<file path="config.mk">
export PLATFORM = sky130hd
export DESIGN_NAME = queue_serializer_flat
export DESIGN_NICKNAME = d
export VERILOG_FILES = /design/src/rtl/queue_serializer_if.sv /design/src/rtl/queue_serializer.sv /design/src/flat_wrapper.sv
export SDC_FILE = /design/constraint.sdc
export NUM_CORES = 1
export LEC_CHECK = 0
export ABC_AREA = 1
export CAP_MARGIN = 40
export CORE_MARGIN = 4
export CORE_UTILIZATION = 45
export DETAILED_ROUTE_END_ITERATION = 10
export DONT_BUFFER_PORTS = 1
export SETUP_SLACK_MARGIN = 0.5
export SLEW_MARGIN = 20
export SYNTH_ARGS = -nofsm -noshare
export SYNTH_HDL_FRONTEND = slang
export SYNTH_SLANG_ARGS = --single-unit
</file>
<file path="constraint.sdc">
create_clock -name clock -period 3.7 [get_ports clock]
set_input_delay 0.74 -clock clock [delete_from_list [all_inputs] [get_ports clock]]
set_output_delay 0.74 -clock clock [all_outputs]
set_load 0.005 [all_outputs]
</file>
<file path="src/rtl/queue_serializer_if.sv">
// Serializer-side bundle: queue head/occupancy in, pop strobe and serial frame out.
// Latency: n/a (signal bundle only). Backpressure: none; the serializer paces pops itself.
interface queue_serializer_if #(
    parameter int DATA_WIDTH = 8,
    parameter int LEN_WIDTH  = 4
);
    logic                  enable_in;
    logic [LEN_WIDTH-1:0]  len_in;
    logic [DATA_WIDTH-1:0] data_in;
    logic                  dequeue_out;
    logic                  serial_out;
    logic                  serial_valid;
    logic                  frame_start;
    logic                  busy;
    logic [7:0]            frames_out;

    modport master (
        input  enable_in, len_in, data_in,
        output dequeue_out, serial_out, serial_valid, frame_start, busy, frames_out
    );

    modport slave (
        output enable_in, len_in, data_in,
        input  dequeue_out, serial_out, serial_valid, frame_start, busy, frames_out
    );
endinterface

</file>
<file path="src/rtl/queue_serializer.sv">
// Pops the queue head and shifts it out MSB first; optional even-parity bit under QUEUE_SERIALIZER_PARITY_EN.
// Latency: first bit and pop strobe one cycle after the IDLE start decision; all outputs registered.
// Backpressure: none downstream; starts only with enable_in high and a non-empty queue, frames always complete.
module queue_serializer #(
    parameter int DATA_WIDTH = 8,
    parameter int GAP_CYCLES = 1,
    parameter int LEN_WIDTH  = 4
) (
    input  logic               clock,
    input  logic               reset,
    queue_serializer_if.master bus
);
    localparam int CNT_W = (DATA_WIDTH > 2) ? $clog2(DATA_WIDTH) : 1;
    localparam int GAP_W = (GAP_CYCLES > 1) ? $clog2(GAP_CYCLES) : 1;
    localparam logic [CNT_W-1:0] LAST_BIT = CNT_W'(DATA_WIDTH - 1);
    localparam logic [GAP_W-1:0] GAP_LAST = GAP_W'((GAP_CYCLES > 0) ? GAP_CYCLES - 1 : 0);

`ifdef QUEUE_SERIALIZER_PARITY_EN
    typedef enum logic [1:0] {S_IDLE, S_SHIFT, S_PARITY, S_GAP} state_t;
`else
    typedef enum logic [1:0] {S_IDLE, S_SHIFT, S_GAP} state_t;
`endif

    localparam state_t AFTER_FRAME = (GAP_CYCLES > 0) ? S_GAP : S_IDLE;

    state_t                state_q, state_n;
    logic [DATA_WIDTH-1:0] shreg_q, shreg_n;
    logic [CNT_W-1:0]      bit_cnt_q, bit_cnt_n;
    logic [GAP_W-1:0]      gap_cnt_q, gap_cnt_n;
    logic                  deq_n, so_n, sv_n, fs_n, busy_n;
    logic [7:0]            frames_n;
`ifdef QUEUE_SERIALIZER_PARITY_EN
    logic                  par_q, par_n;
`endif

    always_comb begin
        state_n   = state_q;
        shreg_n   = shreg_q;
        bit_cnt_n = bit_cnt_q;
        gap_cnt_n = gap_cnt_q;
        frames_n  = bus.frames_out;
        deq_n     = 1'b0;
        so_n      = 1'b0;
        sv_n      = 1'b0;
        fs_n      = 1'b0;
`ifdef QUEUE_SERIALIZER_PARITY_EN
        par_n     = par_q;
`endif
        case (state_q)
            S_IDLE: begin
                if (bus.enable_in && (bus.len_in != LEN_WIDTH'(0))) begin
                    // shreg holds the bits still to send, pre-shifted past the MSB sent now
                    shreg_n   = {bus.data_in[DATA_WIDTH-2:0], 1'b0};
                    bit_cnt_n = '0;
                    deq_n     = 1'b1;
                    fs_n      = 1'b1;
                    sv_n      = 1'b1;
                    so_n      = bus.data_in[DATA_WIDTH-1];
                    frames_n  = bus.frames_out + 8'd1;
                    state_n   = S_SHIFT;
`ifdef QUEUE_SERIALIZER_PARITY_EN
                    par_n     = ^bus.data_in;
`endif
                end
            end
            S_SHIFT: begin
                if (bit_cnt_q == LAST_BIT) begin
`ifdef QUEUE_SERIALIZER_PARITY_EN
                    state_n = S_PARITY;
                    sv_n    = 1'b1;
                    so_n    = par_q;
`else
                    state_n   = AFTER_FRAME;
                    gap_cnt_n = '0;
`endif
                end else begin
                    sv_n      = 1'b1;
                    so_n      = shreg_q[DATA_WIDTH-1];
                    shreg_n   = {shreg_q[DATA_WIDTH-2:0], 1'b0};
                    bit_cnt_n = bit_cnt_q + 1'b1;
                end
            end
`ifdef QUEUE_SERIALIZER_PARITY_EN
            S_PARITY: begin
                state_n   = AFTER_FRAME;
                gap_cnt_n = '0;
            end
`endif
            S_GAP: begin
                if (gap_cnt_q == GAP_LAST) begin
                    state_n = S_IDLE;
                end else begin
                    gap_cnt_n = gap_cnt_q + 1'b1;
                end
            end
            default: state_n = S_IDLE;
        endcase
        busy_n = (state_n != S_IDLE);
    end

    always_ff @(posedge clock or negedge reset) begin
        if (!reset) begin
            state_q          <= S_IDLE;
            shreg_q          <= '0;
            bit_cnt_q        <= '0;
            gap_cnt_q        <= '0;
            bus.dequeue_out  <= 1'b0;
            bus.serial_out   <= 1'b0;
            bus.serial_valid <= 1'b0;
            bus.frame_start  <= 1'b0;
            bus.busy         <= 1'b0;
            bus.frames_out   <= 8'd0;
`ifdef QUEUE_SERIALIZER_PARITY_EN
            par_q            <= 1'b0;
`endif
        end else begin
            state_q          <= state_n;
            shreg_q          <= shreg_n;
            bit_cnt_q        <= bit_cnt_n;
            gap_cnt_q        <= gap_cnt_n;
            bus.dequeue_out  <= deq_n;
            bus.serial_out   <= so_n;
            bus.serial_valid <= sv_n;
            bus.frame_start  <= fs_n;
            bus.busy         <= busy_n;
            bus.frames_out   <= frames_n;
`ifdef QUEUE_SERIALIZER_PARITY_EN
            par_q            <= par_n;
`endif
        end
    end
endmodule
</file>
<file path="src/flat_wrapper.sv">
// flat-port wrapper written by rule: the top's interface ports become plain ports
module queue_serializer_flat 
#(
    parameter int DATA_WIDTH = 8,
    parameter int GAP_CYCLES = 1,
    parameter int LEN_WIDTH  = 4
)
  (clock, reset, bus_enable_in, bus_len_in, bus_data_in, bus_dequeue_out, bus_serial_out, bus_serial_valid, bus_frame_start, bus_busy, bus_frames_out);
  queue_serializer_if #(.DATA_WIDTH(DATA_WIDTH), .LEN_WIDTH(LEN_WIDTH)) bus_i ();
  input  logic clock;
  input  logic reset;
  input wire logic [$bits(bus_i.enable_in)-1:0] bus_enable_in;
  input wire logic [$bits(bus_i.len_in)-1:0] bus_len_in;
  input wire logic [$bits(bus_i.data_in)-1:0] bus_data_in;
  output wire logic [$bits(bus_i.dequeue_out)-1:0] bus_dequeue_out;
  output wire logic [$bits(bus_i.serial_out)-1:0] bus_serial_out;
  output wire logic [$bits(bus_i.serial_valid)-1:0] bus_serial_valid;
  output wire logic [$bits(bus_i.frame_start)-1:0] bus_frame_start;
  output wire logic [$bits(bus_i.busy)-1:0] bus_busy;
  output wire logic [$bits(bus_i.frames_out)-1:0] bus_frames_out;
  assign bus_i.enable_in = bus_enable_in;
  assign bus_i.len_in = bus_len_in;
  assign bus_i.data_in = bus_data_in;
  assign bus_dequeue_out = bus_i.dequeue_out;
  assign bus_serial_out = bus_i.serial_out;
  assign bus_serial_valid = bus_i.serial_valid;
  assign bus_frame_start = bus_i.frame_start;
  assign bus_busy = bus_i.busy;
  assign bus_frames_out = bus_i.frames_out;
  queue_serializer #(.DATA_WIDTH(DATA_WIDTH), .GAP_CYCLES(GAP_CYCLES), .LEN_WIDTH(LEN_WIDTH)) u_core (.clock(clock), .reset(reset), .bus(bus_i));
endmodule
</file>
==> run_results.csv, run 1 <==
group,metric,value,unit
detailed_routing,drt_iter0_drc,24,
sta,setup-tns-final,0,ps
clocking,postCtsSetupBuffers,0,
setup_path,cp.arrival,810,ps
setup_path,start_kind,"flop",
place,dpl-instance-area,1250,um2
power,power.switching,0.000401,W
detailed_routing,drtAntennaViolNets,0,
sta,fin_crit,1550,ps
global_routing,antenna_found_initial,0,
final_layout,layout.nets,170,
clocking,htreeDepth,1,
synth,syn_nets,168,
place,hpwlAfterDp,1.73,mm
floorplanning,start_util,0.487,
power,clock_power_share,0.120,
sta,max_freq,645,MHz
synth,syn_inst,149,
detailed_routing,wire_per_inst,13.5,um
floorplanning,ios,28,
global_routing,grt-ovfl-total,0,
synth,ys.flop_type,"dfrtp_1",
floorplanning,dieArea,3690,um2
clocking,cts_sinks,24,
floorplanning,fp.coreArea,2570,um2
job,cap_violations,0,
place,gp_congestion,0.706,
setup_path,path_max_fanout,7,
power,p_sw_frac,0.427,
setup_path,path_class,"flop to primary output",
sta,hold_viol_final,0,
outcome,run_status,"finished clean",
detailed_routing,drc,0,
global_routing,track_usage,0.151,
clocking,cts_hold_buf,0,
clocking,ctsRootBufferMaster,"clkbuf_4",
floorplanning,num_rows,18,
global_routing,grt_pass1_wl,4.15,mm
power,intPower,0.000538,W
detailed_routing,drtPass1Iterations,4,
final_layout,fillers,261,
synth,synth.cell_area,1250,um2
synth,ys_warn_count,0,
synth,ys_ff_latch,24,
place,io_buffers,0,
final_layout,diodes,0,
sta,final_max_slew_viol_count,0,
floorplanning,die_y,60.7,um
sta,rsz0062_at_grt,"false",
global_routing,grt_pass1_vias,940,
sta,fin_crit_sh,0.419,
global_routing,grt_start_max_net_pins,25,
clocking,cts_buffer_depth,2,
setup_path,cp_num_cells,0,
setup_path,reg2regPathDepth,6,
synth,synth_most_common_cell,"nand2_1",
synth,synth.largest_area_cell,"dfrtp_1",
power,ir_drop,350,uV
synth,yosys-top-cells-count,"nand2_1 (66), dfrtp_1 (24), nand3_1 (15)",
sta,final-setup-viol-count,0,
clocking,ctsResizeCount,0,
sta,maxSlewHeadroom,0.802,
power,p_comb_frac,0.403,
synth,async_reset_ff_frac,1.00,
final_layout,regArea,601,um2
synth,synth.avg_cell_area,8.40,um2
final_layout,layout-drive-gt1-share,0.107,
synth,yosysTopAreaCellShare,0.480,
clocking,clk_pin_slew,130,ps
setup_path,cp.required,2960,ps
floorplanning,die_w,60.7,um
final_layout,final_area,1270,um2
setup_path,crit_path_end_kind,"primary output",
synth,ys_types,21,
synth,ys_seq_area_frac,0.480,
clocking,cts_tree,"built",
detailed_routing,dr_total_vias,917,
clocking,cts_buffers,3,
synth,synth_edf_count,0,
sta,worstMarginPinSlew,297,ps
power,powerDensity,738,nW/um2
final_layout,multi_input_area,571,um2
detailed_routing,wirelength,2.41,mm
power,power_frac_seq,0.477,
hold_path,hp-class,"input pin to async pin",
synth,synth.area.top_cells,"dfrtp_1 (48%), nand2_1 (20%), nand3_1 (6.0%), ha_1 (4.0%), nand2_4 (2.7%)",
power,p_leak,0.656,nW
final_layout,syn_to_final_growth,1.70,%
clocking,worstSkewPairLatency,300,ps
sta,finalClockSkew,3.21,ps
detailed_routing,drt-vias-per-instance,5.12,
[registers in the layout, indices dropped and copies added, names as in the netlist]
register / flops
u_core.bit_cnt_q: 3
u_core.bus.serial_valid: 1
u_core.bus.dequeue_out: 1
u_core.shreg_q: 7
u_core.state_q: 2
u_core.bus.frames_out: 8
u_core.bus.busy: 1
u_core.bus.serial_out: 1
[final timing paths]
path | startpoint | endpoint | slack [ps]
worst max-delay path | u_core.bus.frames_out[2] | bus_frames_out[2] | 2150
worst min-delay path | reset | u_core.bus.frames_out[5] | 110
worst max register to register | u_core.bit_cnt_q[0] | u_core.bit_cnt_q[0] | 2240
worst min register to register | u_core.shreg_q[4] | u_core.shreg_q[4] | 530
max in group asynchronous | reset | u_core.shreg_q[5] | 3510
min in group clock | u_core.shreg_q[4] | u_core.shreg_q[4] | 530
[cells by family (layout without fill, tap and decap cells)]
kind of cell	after synthesis	after routing	share of synthesized area
and+or+nand+nor	98	98	0.357
DFF	24	24	0.480
buffers and inverters	14	14	0.0640
AOI/OAI and AO/OA	6	6	0.0320
adders and majority gates	4	4	0.0400
xor gates and xnor gates	3	3	0.0270
[metal layers]
| layer | wire length, um | global-route usage |
|---|---|---|
| met1 | 1150 | 0.202 |
| met2 | 1090 | 0.229 |
| met3 | 154 | 0.0426 |
| met4 | 22 | 0.0650 |
| met5 | 0 | 0 |
[final cells by class]
cell class / instances / area share
clock buffer: 3 / 0.0177
inverter: 11 / 0.0324
sequential: 24 / 0.472
tap: 30 / 0.0295
multi-input combinational: 111 / 0.448
[power groups by stage]
stage | Combinational, W | Sequential [W] | Clock, W
after global routing | 0.000442 | 0.000465 | 0.000130
after floorplan | 0.000337 | 0.000432 | 0
after CTS | 0.000386 | 0.000450 | 0.000117
after global placement | 0.000371 | 0.000453 | 0
final | 0.000378 | 0.000448 | 0.000113
after detailed placement | 0.000383 | 0.000456 | 0
[layout by cell type, fill, tap and decap left out, drive strengths merged]
| cell | n |
|---|---|
| nand2 | 70 |
| xnor2 | 2 |
| nand4 | 3 |
| nand3b | 1 |
| clkbuf | 3 |
| o211ai | 1 |
| nand3 | 15 |
| nor2 | 9 |
| inv | 11 |
| ha | 4 |
| o21ai | 5 |
| xor2 | 1 |
| dfrtp | 24 |
[through the flow]
step	total power (W)	cells	setup WS (ps)	util	hold WS (ps)
6_report	0.000939	179	2150	0.496	107
5_1_grt	0.00104	179	2090	0.496	69.2
4_1_cts	0.000953	179	2130	0.496	94.1
3_5_place_dp	0.000839	176	2080	0.487	445
3_3_place_gp	0.000824	176	2110	0.487	445
2_1_floorplan	0.000770	149	2320	-	444
Power figures use the tool's default switching activity.
==> run 2: changes to the inputs <==
==> constraint.sdc (replaced) <==
create_clock -name clock -period 1.5 [get_ports clock]
set_input_delay 0.3 -clock clock [delete_from_list [all_inputs] [get_ports clock]]
set_output_delay 0.3 -clock clock [all_outputs]
set_load 0.005 [all_outputs]
==> run 2 against run 1 <==
Compared with the run above: clock skew up 9.7 ps; die area unchanged; worst setup slack got worse by 1900 ps; utilization up 13 points; critical path depth grew 6; sequential share of layout area down 8.8 points; flip-flop and latch count did not move; largest cell class is now multi-input gates.
==> run_results.csv, run 2 (synthesis results as in run 1) <==
group,metric,value,unit
global_routing,grt_pass1_vias,1024,
place,hpwlAfterDp,1.77,mm
sta,rsz0062_at_grt,"true",
place,place_inst,176,
setup_path,path_class,"flop to flop",
global_routing,grt-ovfl-total,0,
power,clock_power_share,0.100,
sta,final_max_slew_viol_count,0,
power,p_comb_frac,0.514,
power,power_frac_seq,0.386,
sta,worstMarginPinSlew,452,ps
sta,fin_crit_sh,0.818,
setup_path,r2r_setup_slack,270,ps
clocking,ctsRootBufferMaster,"clkbuf_4",
final_layout,layout.nets,186,
final_layout,layout_common_cells,"nand2_1 (55), dfrtp_1 (15), nand3_1 (13)",
final_layout,largest_register_ffs,8,
global_routing,antenna_found_initial,0,
final_layout,layout-drive-gt1-share,0.355,
sta,whs,99.1,ps
final_layout,final_common_cell,"nand2_1",
clocking,cts_sinks,24,
setup_path,critPathBufInv,1,
global_routing,grt_start_max_net_pins,25,
power,p_leak,0.765,nW
sta,max_freq,815,MHz
job,cap_violations,0,
clocking,worstSkewPairLatency,320,ps
floorplanning,dieArea,3690,um2
global_routing,track_usage,0.179,
detailed_routing,drt-vias-per-instance,5.33,
setup_path,start_kind,"flop",
detailed_routing,wire_per_inst,14.4,um
detailed_routing,drc,0,
setup_path,crit_slowest_cell,"dfrtp_1",
sta,fin_crit,1230,ps
setup_path,reg2reg_from,"u_core.bit_cnt_q[1]",
hold_path,holdPathStages,2,
floorplanning,die_y,60.7,um
setup_path,crit_path_end_kind,"flop",
detailed_routing,drtPass1Iterations,4,
power,ir_drop,1070,uV
setup_path,max_stage_delay,440,ps
floorplanning,fp.coreArea,2570,um2
power,p_sw_frac,0.437,
place,io_buffers,0,
final_layout,diodes,0,
clocking,clk_pin_slew,140,ps
sta,finalClockSkew,13.0,ps
floorplanning,die_w,60.7,um
detailed_routing,drtAntennaViolNets,0,
floorplanning,start_util,0.487,
setup_path,path_max_fanout,5,
final_layout,regMostFlops,"u_core.bus.frames_out",
setup_path,rr_endpoint,"u_core.shreg_q[6]",
clocking,cts_buffers,3,
floorplanning,ios,28,
power,intPower,0.00168,W
setup_path,cp.required,1720,ps
setup_path,cp.arrival,1440,ps
detailed_routing,dr_total_vias,1045,
place,gp_congestion,0.725,
outcome,run_status,"finished clean",
sta,setup-tns-final,0,ps
global_routing,grt_pass1_wl,4.93,mm
final_layout,top_regs,"u_core.bus.frames_out (8), u_core.shreg_q (7), u_core.bit_cnt_q (3)",
sta,final-setup-viol-count,0,
clocking,htreeDepth,1,
clocking,cts_buffer_depth,2,
power,powerDensity,1870,nW/um2
hold_path,hold_path_end,"u_core.bus.serial_out",
setup_path,reg2regPathDepth,6,
power,power.switching,0.00130,W
setup_path,path_cells,"ha_4, ha_4, inv_8, nand2_8, nand3_1, nand2_2",
clocking,cts_tree,"built",
sta,hold_viol_final,0,
final_layout,syn_to_final_growth,27.5,%
hold_path,holdCritStartpoint,"bus_data_in[7]",
final_layout,stdcell_count,196,
detailed_routing,wirelength,2.83,mm
hold_path,hp-class,"input pin to flop",
floorplanning,num_rows,18,
detailed_routing,drt_iter0_drc,43,
setup_path,critPathTopFamily,"flip-flops",
setup_path,crit_path_frequent_cell,"ha_4",
sta,maxSlewHeadroom,0.698,
[run 2: cell types whose count changed in the layout (fill, tap and decap cells not counted), moves of 5 or more]
cell and change:
buf_4 +5, dfrtp_1 -9, dfrtp_2 +9, nand2_1 -11
nand2_2 +10
[run 2: per-layer routing]
layer	track usage	vias to the layer above	part of all wire
met4	0.0341	0	0.0042
met2	0.269	29	0.46
met3	0.0553	2	0.064
met5	0	-	0
met1	0.258	504	0.47
li1	-	510	-
[run 2: worst max-delay path by stage]
stage / slack, ps / endpoint / cells after the start / from
finish: 270 / u_core.shreg_q[6] / 6 / u_core.bit_cnt_q[1]
global route: 220 / u_core.bus.frames_out[4] / 7 / u_core.state_q[1]
CTS: 290 / u_core.shreg_q[2] / 7 / u_core.bit_cnt_q[1]
detailed placement: 210 / u_core.bus.frames_out[5] / 7 / u_core.state_q[1]
global placement: 240 / u_core.bus.frames_out[5] / 7 / u_core.state_q[1]
floorplan: 330 / u_core.bit_cnt_q[0] / 6 / u_core.bit_cnt_q[1]
[run 2: power groups by stage]
stage | clock network (W) | registers (W) | logic, W
global route | 0.000336 | 0.00119 | 0.00171
detailed placement | 0 | 0.00113 | 0.000960
CTS | 0.000311 | 0.00112 | 0.00144
global placement | 0 | 0.00113 | 0.000942
floorplan | 0 | 0.00107 | 0.000849
finish | 0.000300 | 0.00115 | 0.00154
[run 2: final cells by class]
cell class | instances | area (um2)
sequential | 24 | 612
multi-input combinational | 115 | 719
fill | 223 | 972
timing repair buffer | 12 | 141
clock buffer | 4 | 26.3
inverter | 11 | 58.8
tap | 30 | 37.5
[run 2: worst register-to-register path, delay by kind of cell, from the launching register on]
kind,cells,cell delay (ps)
buffers and inverters,1,80
and+or+nand+nor,3,250
adders and majority gates,2,360
DFF,1,440
[run 2: timing repair]
item                                   CTS  global route
gates resized for setup                 23            17
endpoints found under the hold margin   24             0
hold buffers                             2             0
cloned                                   4             0
buffers inserted                         9             1
setup endpoints to repair               37            37
pin swaps                                7             3
[run 2: stage by stage]
step	util	power, W	instance area, um2	setup WS, ps
3_5_place_dp	0.490	0.00209	1260	212
5_1_grt	0.621	0.00324	1600	222
6_report	0.621	0.00299	1600	273
2_1_floorplan	-	0.00192	1260	334
3_3_place_gp	0.490	0.00207	1260	241
4_1_cts	0.597	0.00287	1530	285
==> run 3: changes to the inputs <==
==> constraint.sdc (replaced) <==
create_clock -name clock -period 1.1 [get_ports clock]
set_input_delay 0.22 -clock clock [delete_from_list [all_inputs] [get_ports clock]]
set_output_delay 0.22 -clock clock [all_outputs]
set_load 0.005 [all_outputs]
==> run 3 against run 2 <==
Compared with the run above: the run now ends with hold timing, setup timing left; critical path depth is 1 higher; via count is 5.8% higher; combinational power is 62% higher; utilization is 5.7 points higher; flip-flop and latch count stayed put; design area is 9.2% higher; wire length is 3.5% higher; register-to-register slack worse by 380 ps; count of clock-buffer cells in the layout is 1 lower; worst setup slack worse by 380 ps.
==> run_results.csv, run 3 (synthesis results as in run 1) <==
group,metric,value,unit
setup_path,max_stage_delay,440,ps
setup_path,path_class,"flop to flop",
sta,timing.final.ws_setup,-109,ps
final_layout,fin_util,0.678,
setup_path,r2r_setup_slack,-110,ps
floorplanning,start_util,0.487,
clocking,cts_buffer_depth,2,
setup_path,crit_slowest_cell,"dfrtp_2",
clocking,htreeDepth,1,
global_routing,grt_pass1_vias,1102,
floorplanning,num_rows,18,
power,finalPower,0.00462,W
sta,finalClockSkew,3.54,ps
power,clock_power_share,0.141,
final_layout,largest_register_ffs,8,
floorplanning,die_w,60.7,um
global_routing,antenna_found_initial,0,
setup_path,crit_path_end_kind,"flop",
place,hpwlAfterDp,1.82,mm
global_routing,grt_start_max_net_pins,25,
global_routing,track_usage,0.182,
detailed_routing,wirelength,2.93,mm
power,powerDensity,2650,nW/um2
power,ir_drop,1820,uV
setup_path,start_kind,"flop",
sta,maxSlewHeadroom,0.705,
final_layout,layout_common_cells,"nand2_1 (58), dfrtp_1 (20), buf_4 (19)",
sta,hold_viol_final,24,
setup_path,reg2regPathDepth,7,
clocking,cts_tree,"built",
final_layout,final_common_cell,"nand2_1",
detailed_routing,drtAntennaViolNets,0,
clocking,cts_buffers,3,
power,power.switching,0.00178,W
final_layout,top_regs,"u_core.bus.frames_out (8), u_core.shreg_q (7), u_core.bit_cnt_q (3)",
sta,max_freq,827,MHz
power,p_sw_frac,0.385,
global_routing,grt_pass1_wl,4.95,mm
place,io_buffers,0,
sta,worstMarginPinSlew,441,ps
job,cap_violations,0,
floorplanning,dieArea,3690,um2
setup_path,path_cells,"buf_4, nor2_8, buf_12, nand2_8, nand2_8, nand2_2, nand2_1",
power,power_frac_seq,0.318,
sta,fin_crit_sh,1.10,
setup_path,reg2reg_from,"u_core.state_q[1]",
final_layout,layout.nets,204,
clocking,worstSkewPairLatency,320,ps
power,intPower,0.00284,W
clocking,clk_pin_slew,140,ps
final_layout,fillers,199,
setup_path,cp.arrival,1480,ps
detailed_routing,dr_total_vias,1106,
power,p_leak,0.864,nW
outcome,run_status,"complete, but fails checks",
sta,whs,-432,ps
sta,fin_crit,1210,ps
floorplanning,ios,28,
floorplanning,die_y,60.7,um
setup_path,rr_endpoint,"u_core.shreg_q[7]",
final_layout,layout-drive-gt1-share,0.380,
setup_path,crit_path_frequent_cell,"nand2_8",
sta,final-setup-viol-count,26,
floorplanning,fp.coreArea,2570,um2
final_layout,syn_to_final_growth,39.2,%
detailed_routing,drtPass1Iterations,4,
setup_path,cp.required,1370,ps
clocking,ctsRootBufferMaster,"clkbuf_4",
detailed_routing,drt-vias-per-instance,5.17,
detailed_routing,wire_per_inst,13.7,um
sta,rsz0062_at_grt,"true",
detailed_routing,drt_iter0_drc,44,
sta,final_max_slew_viol_count,0,
global_routing,grt-ovfl-total,0,
clocking,cts_sinks,24,
outcome,violations,"hold timing, setup timing",
power,p_comb_frac,0.541,
final_layout,diodes,0,
final_layout,regMostFlops,"u_core.bus.frames_out",
place,gp_congestion,0.865,
detailed_routing,drc,0,
sta,setup-tns-final,-1800,ps
setup_path,path_max_fanout,7,
hold_path,hp-class,"input pin to async pin",
-- run 3: what timing repair did --
action                                  in CTS  in global routing
pin swaps                                    7                 12
setup buffers                               10                  2
hold endpoints to repair                    26                 26
gates resized for setup                     16                 20
cloned                                       3                  0
endpoints found under the setup margin      37                 37
-- run 3: layer usage --
layer	up-vias	wire (um)	track usage
met2	37	1370	0.278
met5	-	0	0
li1	545	-	-
met4	0	21	0.0526
met1	522	1380	0.258
met3	2	169	0.0404
-- run 3: how the worst max path moves through the flow --
stage / startpoint / to / slack (ps) / cells past startpoint
final: u_core.state_q[1] / u_core.shreg_q[7] / -110 / 7
after global routing: u_core.state_q[1] / u_core.shreg_q[7] / -170 / 7
after CTS: u_core.bit_cnt_q[0] / u_core.shreg_q[6] / -110 / 7
after detailed placement: u_core.bit_cnt_q[1] / u_core.bit_cnt_q[0] / -140 / 6
after global placement: u_core.state_q[1] / u_core.bus.frames_out[5] / -100 / 7
after floorplan: u_core.bit_cnt_q[1] / u_core.bit_cnt_q[0] / -70 / 6
-- run 3: power by group through the flow --
stage | Combinational [W] | Clock, W | Sequential, W
floorplan | 0.00116 | 0 | 0.00146
global placement | 0.00168 | 0 | 0.00147
detailed placement | 0.00171 | 0 | 0.00148
CTS | 0.00216 | 0.000654 | 0.00146
global route | 0.00276 | 0.000716 | 0.00152
finish | 0.00250 | 0.000649 | 0.00147
-- run 3: worst max-delay path: cells and delay by family, from the launching register on --
family	cells	cell delay, ps
flops	1	440
buf+inv	2	280
simple gates	5	440
-- run 3: metrics by stage --
step,worst slack (ps),std cells,cell area (um2)
after global placement,-104,195,1400
final,-109,214,1740
after CTS,-108,212,1650
after detailed placement,-135,195,1400
after floorplan,-65.7,149,1260
after global routing,-168,214,1740
-- run 3: area by class of cell --
type                       instances  area, um2  area share
clock buffer                       3       22.5      0.0129
inverter                          11       61.3      0.0352
sequential                        24        606       0.348
clock inverter                     1       30.0      0.0172
timing repair buffer              31        295       0.170
tap                               30       37.5      0.0216
multi-input combinational        114        689       0.396
